===== config.mk =====
export PLATFORM = sky130hd
export DESIGN_NAME = adc_multi_capture
export DESIGN_NICKNAME = d
export VERILOG_FILES = /design/src/rtl/adc_multi_capture.sv
export SDC_FILE = /design/constraint.sdc
export NUM_CORES = 1
export LEC_CHECK = 0
export CAP_MARGIN = 20
export CORE_MARGIN = 1
export CORE_UTILIZATION = 53
export CTS_CLUSTER_SIZE = 12
export DETAILED_ROUTE_END_ITERATION = 8
export PLACE_DENSITY = 0.79
export SETUP_SLACK_MARGIN = 0.4
export SYNTH_ARGS = -nofsm -noshare
export SYNTH_HDL_FRONTEND = slang
export SYNTH_SLANG_ARGS = --single-unit

===== constraint.sdc =====
create_clock -name clk -period 2.4 [get_ports clk]
set_input_delay 0.48 -clock clk [delete_from_list [all_inputs] [get_ports clk]]
set_output_delay 0.48 -clock clk [all_outputs]
set_load 0.005 [all_outputs]

===== src/rtl/adc_multi_capture.sv =====
// -----------------------------------------------------------------------------
// adc_multi_capture
//   N-channel capture engine for LTC2315-class serial ADCs. All channels share
//   one chip select and one serial clock; each channel has its own data line.
//   A fixed-rate frame shifts in 16 bits per channel, unpacks the 12-bit result
//   from frame[13:2], flags frame[15:14] != 0 as a framing error, and emits an
//   index-tagged sample plus a block-complete strobe every BLOCK_LEN samples.
//
//   Optional build macro: ADC_TEST_PATTERN_EN
//     When defined, sdo is ignored and channel i reports (ramp + i) mod 4096,
//     where ramp counts delivered samples from 0. SPI timing is unchanged and
//     err_count stays 0.
//
// Ports
//   clk          in   system clock
//   rst          in   synchronous reset, active high
//   start        in   run enable, level-sensitive
//   sdo          in   [N_CH]      serial data, bit i = channel i
//   sck          out  serial clock, idles low
//   cs           out  chip select, active low
//   smp_data     out  [N_CH*16]   per channel {4'd0, 12-bit}, ch0 in [15:0]
//   smp_valid    out  1-cycle strobe qualifying smp_data / smp_index
//   smp_index    out  [IDX_W]     sample position within its block
//   block_ready  out  1-cycle pulse with the sample at index BLOCK_LEN-1
//   err_count    out  [N_CH*8]    per-channel saturating framing-error count
//   busy         out  high while frames are running
// -----------------------------------------------------------------------------
module adc_multi_capture #(
   parameter int N_CH       = 2,
   parameter int SCK_HALF   = 2,
   parameter int FRAME_CLKS = 100,
   parameter int BLOCK_LEN  = 256,
   parameter int IDX_W      = 8
) (
   input  logic                 clk,
   input  logic                 rst,
   input  logic                 start,
   input  logic [N_CH-1:0]      sdo,
   output logic                 sck,
   output logic                 cs,
   output logic [N_CH*16-1:0]   smp_data,
   output logic                 smp_valid,
   output logic [IDX_W-1:0]     smp_index,
   output logic                 block_ready,
   output logic [N_CH*8-1:0]    err_count,
   output logic                 busy
);

   localparam int TW = $clog2(FRAME_CLKS);
   localparam logic [TW-1:0] T_SHIFT_LAST = TW'(32*SCK_HALF - 1);
   localparam logic [TW-1:0] T_LATCH      = TW'(32*SCK_HALF);
   localparam logic [TW-1:0] T_KEEP_END   = TW'(28*SCK_HALF);
   localparam logic [TW-1:0] T_FRAME_LAST = TW'(FRAME_CLKS - 1);
   localparam logic [TW-1:0] BIT_CLKS     = TW'(2*SCK_HALF);
   localparam logic [TW-1:0] HALF_CLKS    = TW'(SCK_HALF);
   localparam logic [IDX_W-1:0] IDX_LAST  = IDX_W'(BLOCK_LEN - 1);

   typedef enum logic [1:0] {IDLE, SHIFT, GAP} state_t;

   state_t                      state_q, state_d;
   logic [TW-1:0]               t_q, t_d;
   logic                        cs_q, cs_d;
   logic                        sck_q, sck_d;
   logic                        busy_q, busy_d;
   // Only the first 14 bits of a frame matter (frame[15:2]); the two trailing
   // bits are clocked out by the ADC but never kept.
   logic [N_CH-1:0][13:0]       sh_q, sh_d;
   logic [N_CH-1:0][15:0]       smp_data_q, smp_data_d;
   logic                        smp_valid_q, smp_valid_d;
   logic [IDX_W-1:0]            smp_index_q, smp_index_d;
   logic                        block_ready_q, block_ready_d;
   logic [N_CH-1:0][7:0]        err_q, err_d;
   logic [IDX_W-1:0]            next_idx_q, next_idx_d;
`ifdef ADC_TEST_PATTERN_EN
   logic [11:0]                 ramp_q, ramp_d;
`endif

   // State register.
   // NOTE: sequential state uses non-blocking assignments so every flop
   // samples the pre-edge value regardless of statement order.
   always_ff @(posedge clk) begin
      if (rst) begin
         state_q <= IDLE;
         t_q     <= '0;
      end else begin
         state_q <= state_d;
         t_q     <= t_d;
      end
   end

   // Next-state and frame timer.
   // NOTE: every combinational output gets a default first so no path leaves
   // it unassigned, which would infer a latch.
   always_comb begin
      state_d = state_q;
      t_d     = t_q;
      unique case (state_q)
         IDLE: begin
            t_d = '0;
            if (start) state_d = SHIFT;
         end
         SHIFT: begin
            t_d = t_q + TW'(1);
            if (t_q == T_SHIFT_LAST) state_d = GAP;
         end
         GAP: begin
            if (t_q == T_FRAME_LAST) begin
               t_d     = '0;
               state_d = start ? SHIFT : IDLE;
            end else begin
               t_d = t_q + TW'(1);
            end
         end
         default: begin
            state_d = IDLE;
            t_d     = '0;
         end
      endcase
   end

   // Outputs and datapath. SPI pins are derived from the next state/timer so
   // the registered pins line up with state_q/t_q in the same cycle.
   always_comb begin
      cs_d          = (state_d != SHIFT);
      sck_d         = (state_d == SHIFT) && ((t_d % BIT_CLKS) >= HALF_CLKS);
      busy_d        = (state_d != IDLE);
      sh_d          = sh_q;
      smp_data_d    = smp_data_q;
      smp_valid_d   = 1'b0;
      smp_index_d   = smp_index_q;
      block_ready_d = 1'b0;
      err_d         = err_q;
      next_idx_d    = next_idx_q;
`ifdef ADC_TEST_PATTERN_EN
      ramp_d        = ramp_q;
`endif

      // A restart always begins a fresh block; any partial block is dropped.
      if (state_q == IDLE) begin
         next_idx_d = '0;
`ifdef ADC_TEST_PATTERN_EN
         ramp_d     = '0;
`endif
      end

      // Sample sdo in the cycle sck is first high (MSB first).
      if (state_q == SHIFT && (t_q % BIT_CLKS) == HALF_CLKS && t_q < T_KEEP_END) begin
         for (int i = 0; i < N_CH; i++) sh_d[i] = {sh_q[i][12:0], sdo[i]};
      end

      if (state_q == GAP && t_q == T_LATCH) begin
         smp_valid_d   = 1'b1;
         smp_index_d   = next_idx_q;
         block_ready_d = (next_idx_q == IDX_LAST);
         next_idx_d    = next_idx_q + IDX_W'(1);
`ifdef ADC_TEST_PATTERN_EN
         for (int i = 0; i < N_CH; i++) smp_data_d[i] = {4'd0, ramp_q + 12'(i)};
         ramp_d = ramp_q + 12'd1;
`else
         for (int i = 0; i < N_CH; i++) begin
            smp_data_d[i] = {4'd0, sh_q[i][11:0]};
            // sh_q[i][13:12] holds frame[15:14]; both must be zero.
            if (sh_q[i][13:12] != 2'b00 && err_q[i] != 8'hFF) err_d[i] = err_q[i] + 8'd1;
         end
`endif
      end
   end

   // NOTE: every register here is a plain flop (no memory array), so all of
   // them take a reset value.
   always_ff @(posedge clk) begin
      if (rst) begin
         cs_q          <= 1'b1;
         sck_q         <= 1'b0;
         busy_q        <= 1'b0;
         sh_q          <= '0;
         smp_data_q    <= '0;
         smp_valid_q   <= 1'b0;
         smp_index_q   <= '0;
         block_ready_q <= 1'b0;
         err_q         <= '0;
         next_idx_q    <= '0;
`ifdef ADC_TEST_PATTERN_EN
         ramp_q        <= '0;
`endif
      end else begin
         cs_q          <= cs_d;
         sck_q         <= sck_d;
         busy_q        <= busy_d;
         sh_q          <= sh_d;
         smp_data_q    <= smp_data_d;
         smp_valid_q   <= smp_valid_d;
         smp_index_q   <= smp_index_d;
         block_ready_q <= block_ready_d;
         err_q         <= err_d;
         next_idx_q    <= next_idx_d;
`ifdef ADC_TEST_PATTERN_EN
         ramp_q        <= ramp_d;
`endif
      end
   end

   assign cs          = cs_q;
   assign sck         = sck_q;
   assign busy        = busy_q;
   assign smp_data    = smp_data_q;
   assign smp_valid   = smp_valid_q;
   assign smp_index   = smp_index_q;
   assign block_ready = block_ready_q;
   assign err_count   = err_q;

endmodule


==> qor.json <==
{
  "design.portCount": 66,
  "timing.critical_path.arrival_ps": 2280,
  "tritoncts_num_sinks": 98,
  "design.die.area_mm2": 0.007892,
  "track_usage": 0.2225,
  "grt_start_max_net_pins": 79,
  "first_pass_grt_wire_length_mm": 13.83,
  "core_mm2": 0.007253,
  "drt-initial-drc-count": 189,
  "num_vias": 3585,
  "filler_cell_count": 585,
  "synthFlopType": "sky130_fd_sc_hd__dfxtp_1",
  "layout.cells.most_common": "sky130_fd_sc_hd__nand2_1",
  "number_of_cells_produced_by_synthesis": 491,
  "viasPerCell": 5.465,
  "insertion_delay_ps": 370,
  "slew_headroom": 0.4940,
  "gr_peak_layer": "met2",
  "syn-mean-instance-area_um2": 8.139,
  "post-route-drc-count": 0,
  "worstSetupPathType": "reg -> reg",
  "timing.setup.tns_ps": 0,
  "hp-class": "reg -> reg",
  "crit_path_end_kind": "flip-flop",
  "antenna_violating_nets_post_route": 0,
  "cts_max_path_buffers": 2,
  "place_area_mm2": 0.004657,
  "number_of_slew_limit_violations_in_the_final_report": 0,
  "layout-drive-gt1-share": 0.1329,
  "finalClockSkew_ps": 12.66,
  "final-hold-violation-count": 0,
  "syn-cell-area_mm2": 0.003996,
  "cts_made_buffers": 9,
  "post-route-util": 0.7016,
  "grt_use_met3": 0.03451,
  "cp_data_required_time_ps": 2700,
  "critPathMaxFanout": 6,
  "stdcell_area_mm2": 0.005089,
  "pwr_density_cell_mw_per_mm2": 560.4,
  "nets": 567,
  "synth-edff-count": 0,
  "worst_ir_drop_vdd_mv": 0.5149,
  "height_of_the_chip_um": 88.84,
  "route.final.wire_length_mm": 8.794,
  "clkSlewWorstSetupHoldPaths_ps": 100,
  "final-setup-viol-count": 0,
  "first_global_vias": 3234,
  "max_cap_viol_count": 0,
  "antenna_violations_before_repair": 0,
  "grt_setup_unrepaired": "yes",
  "cts_root_buffer": "sky130_fd_sc_hd__clkbuf_8",
  "static-leakage-power_nw": 1.604,
  "dp.final_hpwl_mm": 5.406,
  "layout.cells.most_common_list": "130 x sky130_fd_sc_hd__nand2_1, 92 x sky130_fd_sc_hd__dfxtp_1, 81 x sky130_fd_sc_hd__a21oi_1",
  "clock_tree_from_tritoncts": "yes",
  "initial_utilization": 0.5510,
  "yosys.cell_types.count": 44,
  "min_path_cells": 1,
  "synth_async_sr_flop_share": 0,
  "portBuffers": 57,
  "grt.met1_usage": 0.2795,
  "fmax_mhz": 505.8,
  "rows": 31,
  "use_met2": 0.3776,
  "layout_worst_path_cycle_share": 0.8237,
  "post-route-min-period_ps": 1977,
  "finalWeightedCongestion": 0.8000,
  "max_slew.worst_pin.slew_ps": 756.3,
  "synthesis.yosys.warnings": 0,
  "synth_seq_area_share": 0.4909,
  "ctsHtreeMaxLevel": 3,
  "detail_route.wl_per_cell_um": 13.41,
  "area_growth_syn_to_layout_pct": 27.33,
  "drt_pass1_iterations": 4,
  "grt-ovfl-total": 0,
  "worst_setup_path_start_kind": "flip-flop",
  "result_of_the_run": "completed",
  "yosys_register_bits": 98,
  "number_of_antenna_diodes": 0,
  "rr_worst_depth": 4,
  "die_x_um": 88.84
}
-- what timing repair did --
| action | CTS | global route |
|---|---|---|
| gates cloned | 1 | 1 |
| setup buffers | 5 | 5 |
| gates resized for setup | 7 | 22 |
| endpoints found under the setup margin | 12 | 17 |
| pin swaps | 2 | 9 |
| hold buffers | 0 | 0 |
-- kinds of logic after synthesis --
kind of cell,after synthesis,share of synthesized area
adder cells (fa/ha/maj),10,0.03131
other,1,0.0009384
AO/OA/AOI/OAI,120,0.1719
flip-flops,98,0.4909
buffers and inverters,46,0.05135
XOR/XNOR,5,0.01096
AND/OR/NAND/NOR,211,0.2426
-- stage by stage --
stage	setup slack (ps)	total power [mW]	std cells	hold WS [ps]
global route	351.8	2.940	656	475.2
finish	423.1	2.852	656	450.6
CTS	408.4	2.856	650	452.1
global placement	298.2	1.769	628	442.6
floorplan	383.9	1.746	498	429.7
detailed placement	241.3	1.770	628	445.6
-- state kept, by name (all words and copies together) (netlist names), 2 cells and up --
register and flops:
state_q 2, smp_index 8, t_q 7, smp_data 24, sh_q 28, next_idx_q 8
err_count 16
-- worst max-delay path, cell delays in order (launching register included) --
cell	delay (ps)
sky130_fd_sc_hd__dfxtp_2	380
sky130_fd_sc_hd__or4b_4	540
sky130_fd_sc_hd__or3_4	400
sky130_fd_sc_hd__or4_4	490
sky130_fd_sc_hd__a21oi_2	120
-- path summary, 6_finish.rpt --
check	start	to	slack [ps]
max	t_q[3]	err_count[7]	420
min	t_q[0]	t_q[0]	450
max reg2reg	t_q[3]	err_count[7]	420
min reg2reg	t_q[0]	t_q[0]	450
-- cell type report --
type / instances / area, um^2 / area share
flip-flops and latches: 98 / 1977 / 0.3885
multi-input cells: 354 / 1967 / 0.3865
repair buffers: 79 / 777.0 / 0.1527
clock buffers: 9 / 123.9 / 0.02434
well taps: 99 / 123.9 / 0.02434
clock inverters: 7 / 82.58 / 0.01623
inverters: 10 / 37.54 / 0.007376
-- Yosys cell counts (4+ instances only) --
cell | count | area [um^2]
sky130_fd_sc_hd__nand2_1 | 130 | 488.0
sky130_fd_sc_hd__dfxtp_1 | 98 | 1962
sky130_fd_sc_hd__a21oi_1 | 86 | 430.4
sky130_fd_sc_hd__clkbuf_1 | 25 | 93.84
sky130_fd_sc_hd__nor2_1 | 20 | 75.07
sky130_fd_sc_hd__nand3_1 | 16 | 80.08
sky130_fd_sc_hd__ha_1 | 10 | 125.1
sky130_fd_sc_hd__inv_1 | 10 | 37.54
sky130_fd_sc_hd__or4_1 | 9 | 67.56
sky130_fd_sc_hd__buf_4 | 8 | 60.06
sky130_fd_sc_hd__o21ai_0 | 7 | 35.03
sky130_fd_sc_hd__o31ai_1 | 7 | 52.55
sky130_fd_sc_hd__o41ai_1 | 5 | 43.79
sky130_fd_sc_hd__or3_1 | 5 | 31.28
sky130_fd_sc_hd__and3_1 | 4 | 25.02
sky130_fd_sc_hd__nand3b_1 | 4 | 30.03
-- power by group --
group / switching, mW / total (mW) / internal, mW
logic: 0.0671 / 0.108 / 0.0413
registers: 0.00498 / 1.64 / 1.63
clock network: 0.605 / 1.11 / 0.502
-- metal layers --
metal | wire (um) | up-vias
met3 | 310 | 15
met2 | 4309 | 80
met5 | 0 | -
met4 | 141 | 0
met1 | 4033 | 1693
li1 | - | 1797
No activity file was read; power rests on OpenSTA's default activity.
